<file path="src/rtl/data_mem_responder.sv">
// -----------------------------------------------------------------------------
// data_mem_responder
//
// Single-port word memory behind a one-request-at-a-time handshake. A request
// is accepted when req_valid is high while the responder is IDLE. Writes commit
// on the acceptance edge and are acknowledged one cycle later. Reads respond
// RD_LATENCY cycles after acceptance. Every response is a one-cycle valid_data
// pulse. Requests addressing a word at or beyond MEM_DEPTH still get a response,
// but with resp_err set. Such writes are dropped and such reads return zero.
//
// Parameters
//   DATA_WIDTH  width of a data word
//   MEM_DEPTH   number of words in storage
//   RD_LATENCY  read latency in cycles, 1..8
//
// Ports
//   clk         clock, rising edge
//   reset       asynchronous active-high reset (storage is not cleared)
//   req_valid   request present
//   we          1 = write, 0 = read
//   addr        word index
//   data        write data
//   req_ready   responder idle, request can be accepted this cycle
//   valid_data  one-cycle response pulse
//   rdata       read data (zero for write acks and out-of-range reads)
//   resp_err    response addressed a word at or beyond MEM_DEPTH
// -----------------------------------------------------------------------------
module data_mem_responder #(
    parameter  int DATA_WIDTH = 32,
    parameter  int MEM_DEPTH  = 64,
    parameter  int RD_LATENCY = 2,
    localparam int ADDR_WIDTH = $clog2(MEM_DEPTH)
) (
    input  logic                  clk,
    input  logic                  reset,
    input  logic                  req_valid,
    input  logic                  we,
    input  logic [ADDR_WIDTH-1:0] addr,
    input  logic [DATA_WIDTH-1:0] data,
    output logic                  req_ready,
    output logic                  valid_data,
    output logic [DATA_WIDTH-1:0] rdata,
    output logic                  resp_err
);

    localparam int                  CNT_W     = 4;
    // One extra bit so that MEM_DEPTH itself is representable for the compare.
    localparam logic [ADDR_WIDTH:0] DEPTH_EXT = (ADDR_WIDTH + 1)'(MEM_DEPTH);

    typedef enum logic [1:0] {
        IDLE,
        WAIT,
        RESP
    } state_t;

    state_t                r_state;
    state_t                w_state_nxt;
    logic [CNT_W-1:0]      r_cnt;
    logic                  r_we;
    logic [ADDR_WIDTH-1:0] r_addr;
    logic [DATA_WIDTH-1:0] r_mem [MEM_DEPTH];

    logic                  w_accept;
    logic                  w_req_in_range;
    logic                  w_cap_in_range;

    assign w_accept       = req_valid && (r_state == IDLE);
    assign w_req_in_range = ({1'b0, addr}   < DEPTH_EXT);
    assign w_cap_in_range = ({1'b0, r_addr} < DEPTH_EXT);

    // State, latency counter and captured request fields.
    always_ff @(posedge clk or posedge reset) begin
        if (reset) begin
            r_state <= IDLE;
            r_cnt   <= '0;
            r_we    <= 1'b0;
            r_addr  <= '0;
        end else begin
            r_state <= w_state_nxt;
            if (w_accept) begin
                r_we   <= we;
                r_addr <= addr;
                r_cnt  <= CNT_W'(RD_LATENCY - 1);
            end else if (r_state == WAIT) begin
                r_cnt <= r_cnt - 1'b1;
            end
        end
    end

    // Storage is deliberately left out of reset. A write commits on its
    // acceptance edge, so an abort by reset afterwards does not undo it.
    always_ff @(posedge clk) begin
        if (w_accept && we && w_req_in_range) begin
            r_mem[addr] <= data;
        end
    end

    always_comb begin
        w_state_nxt = r_state;
        case (r_state)
            IDLE: begin
                if (req_valid) begin
                    // With a single-cycle read latency there is nothing to wait for.
                    if (we || (RD_LATENCY == 1)) begin
                        w_state_nxt = RESP;
                    end else begin
                        w_state_nxt = WAIT;
                    end
                end
            end
            WAIT: begin
                if (r_cnt <= CNT_W'(1)) begin
                    w_state_nxt = RESP;
                end
            end
            RESP:    w_state_nxt = IDLE;
            default: w_state_nxt = IDLE;
        endcase
    end

    // The read is taken from the array during RESP. A write that landed
    // earlier to the same word is therefore always visible.
    always_comb begin
        req_ready  = (r_state == IDLE);
        valid_data = 1'b0;
        rdata      = '0;
        resp_err   = 1'b0;
        if (r_state == RESP) begin
            valid_data = 1'b1;
            resp_err   = !w_cap_in_range;
            if (!r_we && w_cap_in_range) begin
                rdata = r_mem[r_addr];
            end
        end
    end

endmodule

</file>
<file path="config.mk">
export PLATFORM = sky130hd
export DESIGN_NAME = data_mem_responder
export DESIGN_NICKNAME = d
export VERILOG_FILES = /design/src/rtl/data_mem_responder.sv
export SDC_FILE = /design/constraint.sdc
export NUM_CORES = 2
export LEC_CHECK = 0
export ABC_AREA = 0
export BUFFER_PORTS_ARGS = -buffer_cell sky130_fd_sc_hd__buf_2
export CORE_MARGIN = 2
export CORE_UTILIZATION = 25
export DETAILED_ROUTE_END_ITERATION = 7
export GPL_TIMING_DRIVEN = 0
export HOLD_SLACK_MARGIN = 0.03
export PLACE_DENSITY_LB_ADDON = 0.2
export SLEW_MARGIN = 10
export SYNTH_ARGS = -nofsm -noshare
export SYNTH_HDL_FRONTEND = slang
export SYNTH_SLANG_ARGS = --single-unit
</file>
<file path="constraint.sdc">
create_clock -name clk -period 3 [get_ports clk]
set_input_delay 0.3 -clock clk [delete_from_list [all_inputs] [get_ports clk]]
set_output_delay 0.3 -clock clk [all_outputs]
set_load 0.01 [all_outputs]
</file>
==> results.sh <==
export IMPL_maxSlewViolCount=0
export IMPL_drt_iter0_markers=6162
export IMPL_p_sw_mw=30.9
export IMPL_grt_max_degree=65
export IMPL_synth_most_common_cell="edfxtp_1"
export IMPL_fmax_mhz=250
export IMPL_ir_worst_vdd_v=0.000654
export IMPL_drive_gt1_frac=0.411
export IMPL_finalCritPeriodShare=1.33
export IMPL_synthCells=3428
export IMPL_cts_buffers_inserted=219
export IMPL_grt_first_pass_wirelength_um=412000
export IMPL_synth_ff_type="edfxtp_1"
export IMPL_gp_congestion=0.792
export IMPL_yosysTopAreaCell="edfxtp_1"
export IMPL_portBuffers=72
export IMPL_pwr_share_clk=0.282
export IMPL_p_leak_nw=31.7
export IMPL_relSlewSlack=0.114
export IMPL_std_cell_rows=206
export IMPL_synth_top_cell_area_share=0.776
export IMPL_hold_viol=0
export IMPL_cts_max_path_buffers=3
export IMPL_vias_per_cell=5.06
export IMPL_async_flop_share=0.00631
export IMPL_rsz0062_at_grt="true"
export IMPL_power_frac_comb=0.369
export IMPL_dp_worst_setup_slack_ns=-2.35
export IMPL_setup_ws_ns=-0.999
export IMPL_place_hpwl_um=208000
export IMPL_critPathKind="reg -> out"
export IMPL_hp_class="in -> reg"
export IMPL_syn_area_per_cell_um2=23.1
export IMPL_fillers=29724
export IMPL_wl_per_cell_um=37.5
export IMPL_core_area_um2=315000
export IMPL_area_growth_pct=28.6
export IMPL_dp_cells=7808
export IMPL_grt_ovfl_total=0
export IMPL_power_density_nw_per_um2=897
export IMPL_final_nets=4205
export IMPL_grt_use_total=0.193
export IMPL_ant_nets=0
export IMPL_critPathCaptureType="output port"
export IMPL_clock_skew_ns=0.0338
export IMPL_worstMarginPinSlew_ns=1.33
export IMPL_synth_enable_flop_cells=2048
export IMPL_synth_common_cells="2048 x edfxtp_1, 519 x mux4_2, 170 x mux2i_1"
export IMPL_grt_pass1_vias=41504
export IMPL_run_status="finished, violations left"
export IMPL_drt_first_pass_iters=5
export IMPL_initial_core_util=0.251
export IMPL_vias=43041
export IMPL_period_needed_ns=4.00
export IMPL_setup_violations=32
export IMPL_ys_ff_latch=2061
export IMPL_netlist_area_um2=79200
export IMPL_drc=0
export IMPL_synth_fp_nets=3472
export IMPL_intPower_mw=60.5
export IMPL_clock_latency_ns=0.86
export IMPL_p_sw_frac=0.338
export IMPL_ys_seq_area_frac=0.780
export IMPL_finalNonFillerCells=8505
export IMPL_arrival_ns=3.70
export IMPL_die_area_um2=321000
export IMPL_cp_start_kind="flop"
export IMPL_violations="negative setup slack"
export IMPL_wl_um=319000
export IMPL_synth_area_top_cells="edfxtp_1 78%, mux4_2 15%, mux2i_1 2.1%, a22oi_1 0.62%, nor2_1 0.45%"
export IMPL_clkSinkCount=2061
export IMPL_cts_tree="built"
export IMPL_maxCapViolCount=0
export IMPL_ys_types=58
export IMPL_power_frac_seq=0.350
export IMPL_clkTransAtPathRegs_ns=0.06
export IMPL_antenna_found_initial=19
export IMPL_pin_count=77
export IMPL_required_ns=2.70
export IMPL_dieHeight_um=567
export IMPL_cts_max_level=4
export IMPL_synth_warnings=0
export IMPL_die_w_um=567
export IMPL_cts_root_buffer="clkbuf_16"
export IMPL_worstPathMaxFanout=8
## power by group through the flow
| stage | registers [mW] | logic [mW] | clock network, mW |
|---|---|---|---|
| floorplan | 32.5 | 13.8 | 0 |
| global placement | 32.5 | 25.6 | 0 |
| detailed placement | 32.5 | 25.8 | 0 |
| CTS | 32.0 | 31.7 | 26.1 |
| global route | 32.0 | 34.6 | 27.2 |
| finish | 32.0 | 33.7 | 25.7 |
## final timing paths
check | slack [ns] | cells past startpoint | startpoint | to
setup / recovery | -1.0 | 11 | r_addr[0] | rdata[29]
setup reg to reg | 0.04 | 5 | r_state[0] | r_mem[35][7]
max in group asynchronous | 1.98 | 4 | reset | r_addr[4]
hold reg to reg | 0.55 | 1 | r_cnt[2] | r_state[1]
hold / removal | 0.04 | 1 | data[10] | r_mem[8][10]
min in group asynchronous | 0.59 | 4 | reset | r_addr[1]
## flip-flops by register name, summed over array words and instances (netlist names)
name,cells
r_state,2
r_mem,2048
r_cnt,4
r_we,1
r_addr,6
## critical path, stage by stage, from the launching register on
cell      delay (ns)
dfrtp_1         0.38
buf_6           0.16
buf_16          0.16
buf_16          0.17
buf_16          0.16
buf_16          0.16
mux2i_2         0.16
o31ai_1         0.40
o31ai_2         0.18
a211oi_1        0.36
a221o_2         0.31
buf_2           0.17
## cells by family after synthesis
logic type / synth area share
compound gates: 0.0167
xor+xnor: 0.000332
simple gates: 0.0152
fa+ha+maj: 0.000316
flops: 0.780
buf+inv: 0.0139
other cells: 0.0000473
mux: 0.173
## per-stage QoR
step,hold slack [ns],utilization,power [mW],cell area [um^2],setup TNS (ns)
6_report,0.0377,0.323,91.4,102000,-27.03
5_1_grt,0.0335,0.323,93.8,102000,-28.94
4_1_cts,0.160,0.318,89.8,100000,-28.50
3_5_place_dp,0.402,0.281,58.3,88500,-1343.78
3_3_place_gp,0.392,0.269,58.1,84800,-8343.26
2_1_floorplan,0.177,-,46.3,79300,-180.61
## cell type report
cell class                 count  area [um^2]  share of cell area
tap                         4160         5200              0.0511
clock buffer                 285         5790              0.0568
antenna                        7         17.5            0.000172
multi-input combinational   1176        18500               0.181
timing repair buffer         517         6920              0.0679
sequential                  2061        61800               0.607
inverter                       5         20.0            0.000196
clock inverter               113          825             0.00809
buffer                       181         2850              0.0279
## routing by layer
layer | up-vias | GRT usage | share of wire
li1 | 16158 | - | -
met1 | 24281 | 0.264 | 0.42
met2 | 2159 | 0.316 | 0.48
met3 | 435 | 0.0313 | 0.073
met4 | 8 | 0.0537 | 0.030
met5 | - | 0 | 0.00016
## placed cells by master (no fill, tap or decap), types with 67 or more instances in the layout
master     count
buf_6         69
mux2i_1      104
mux4_2       519
buf_16        67
clkbuf_16    231
buf_4        208
edfxtp_1    2048
clkbuf_1      68
nor2_4        75
buf_12       200
## repair_timing
action,4_1_cts,5_1_grt
hold buffers,18,10
endpoints found under the hold margin,39,112
setup endpoints to repair,2080,204
cloned,1,8
pin swaps,77,65
setup buffers,179,82
gates resized for setup,731,126
Note: power is estimated with default switching activity, not from simulation.
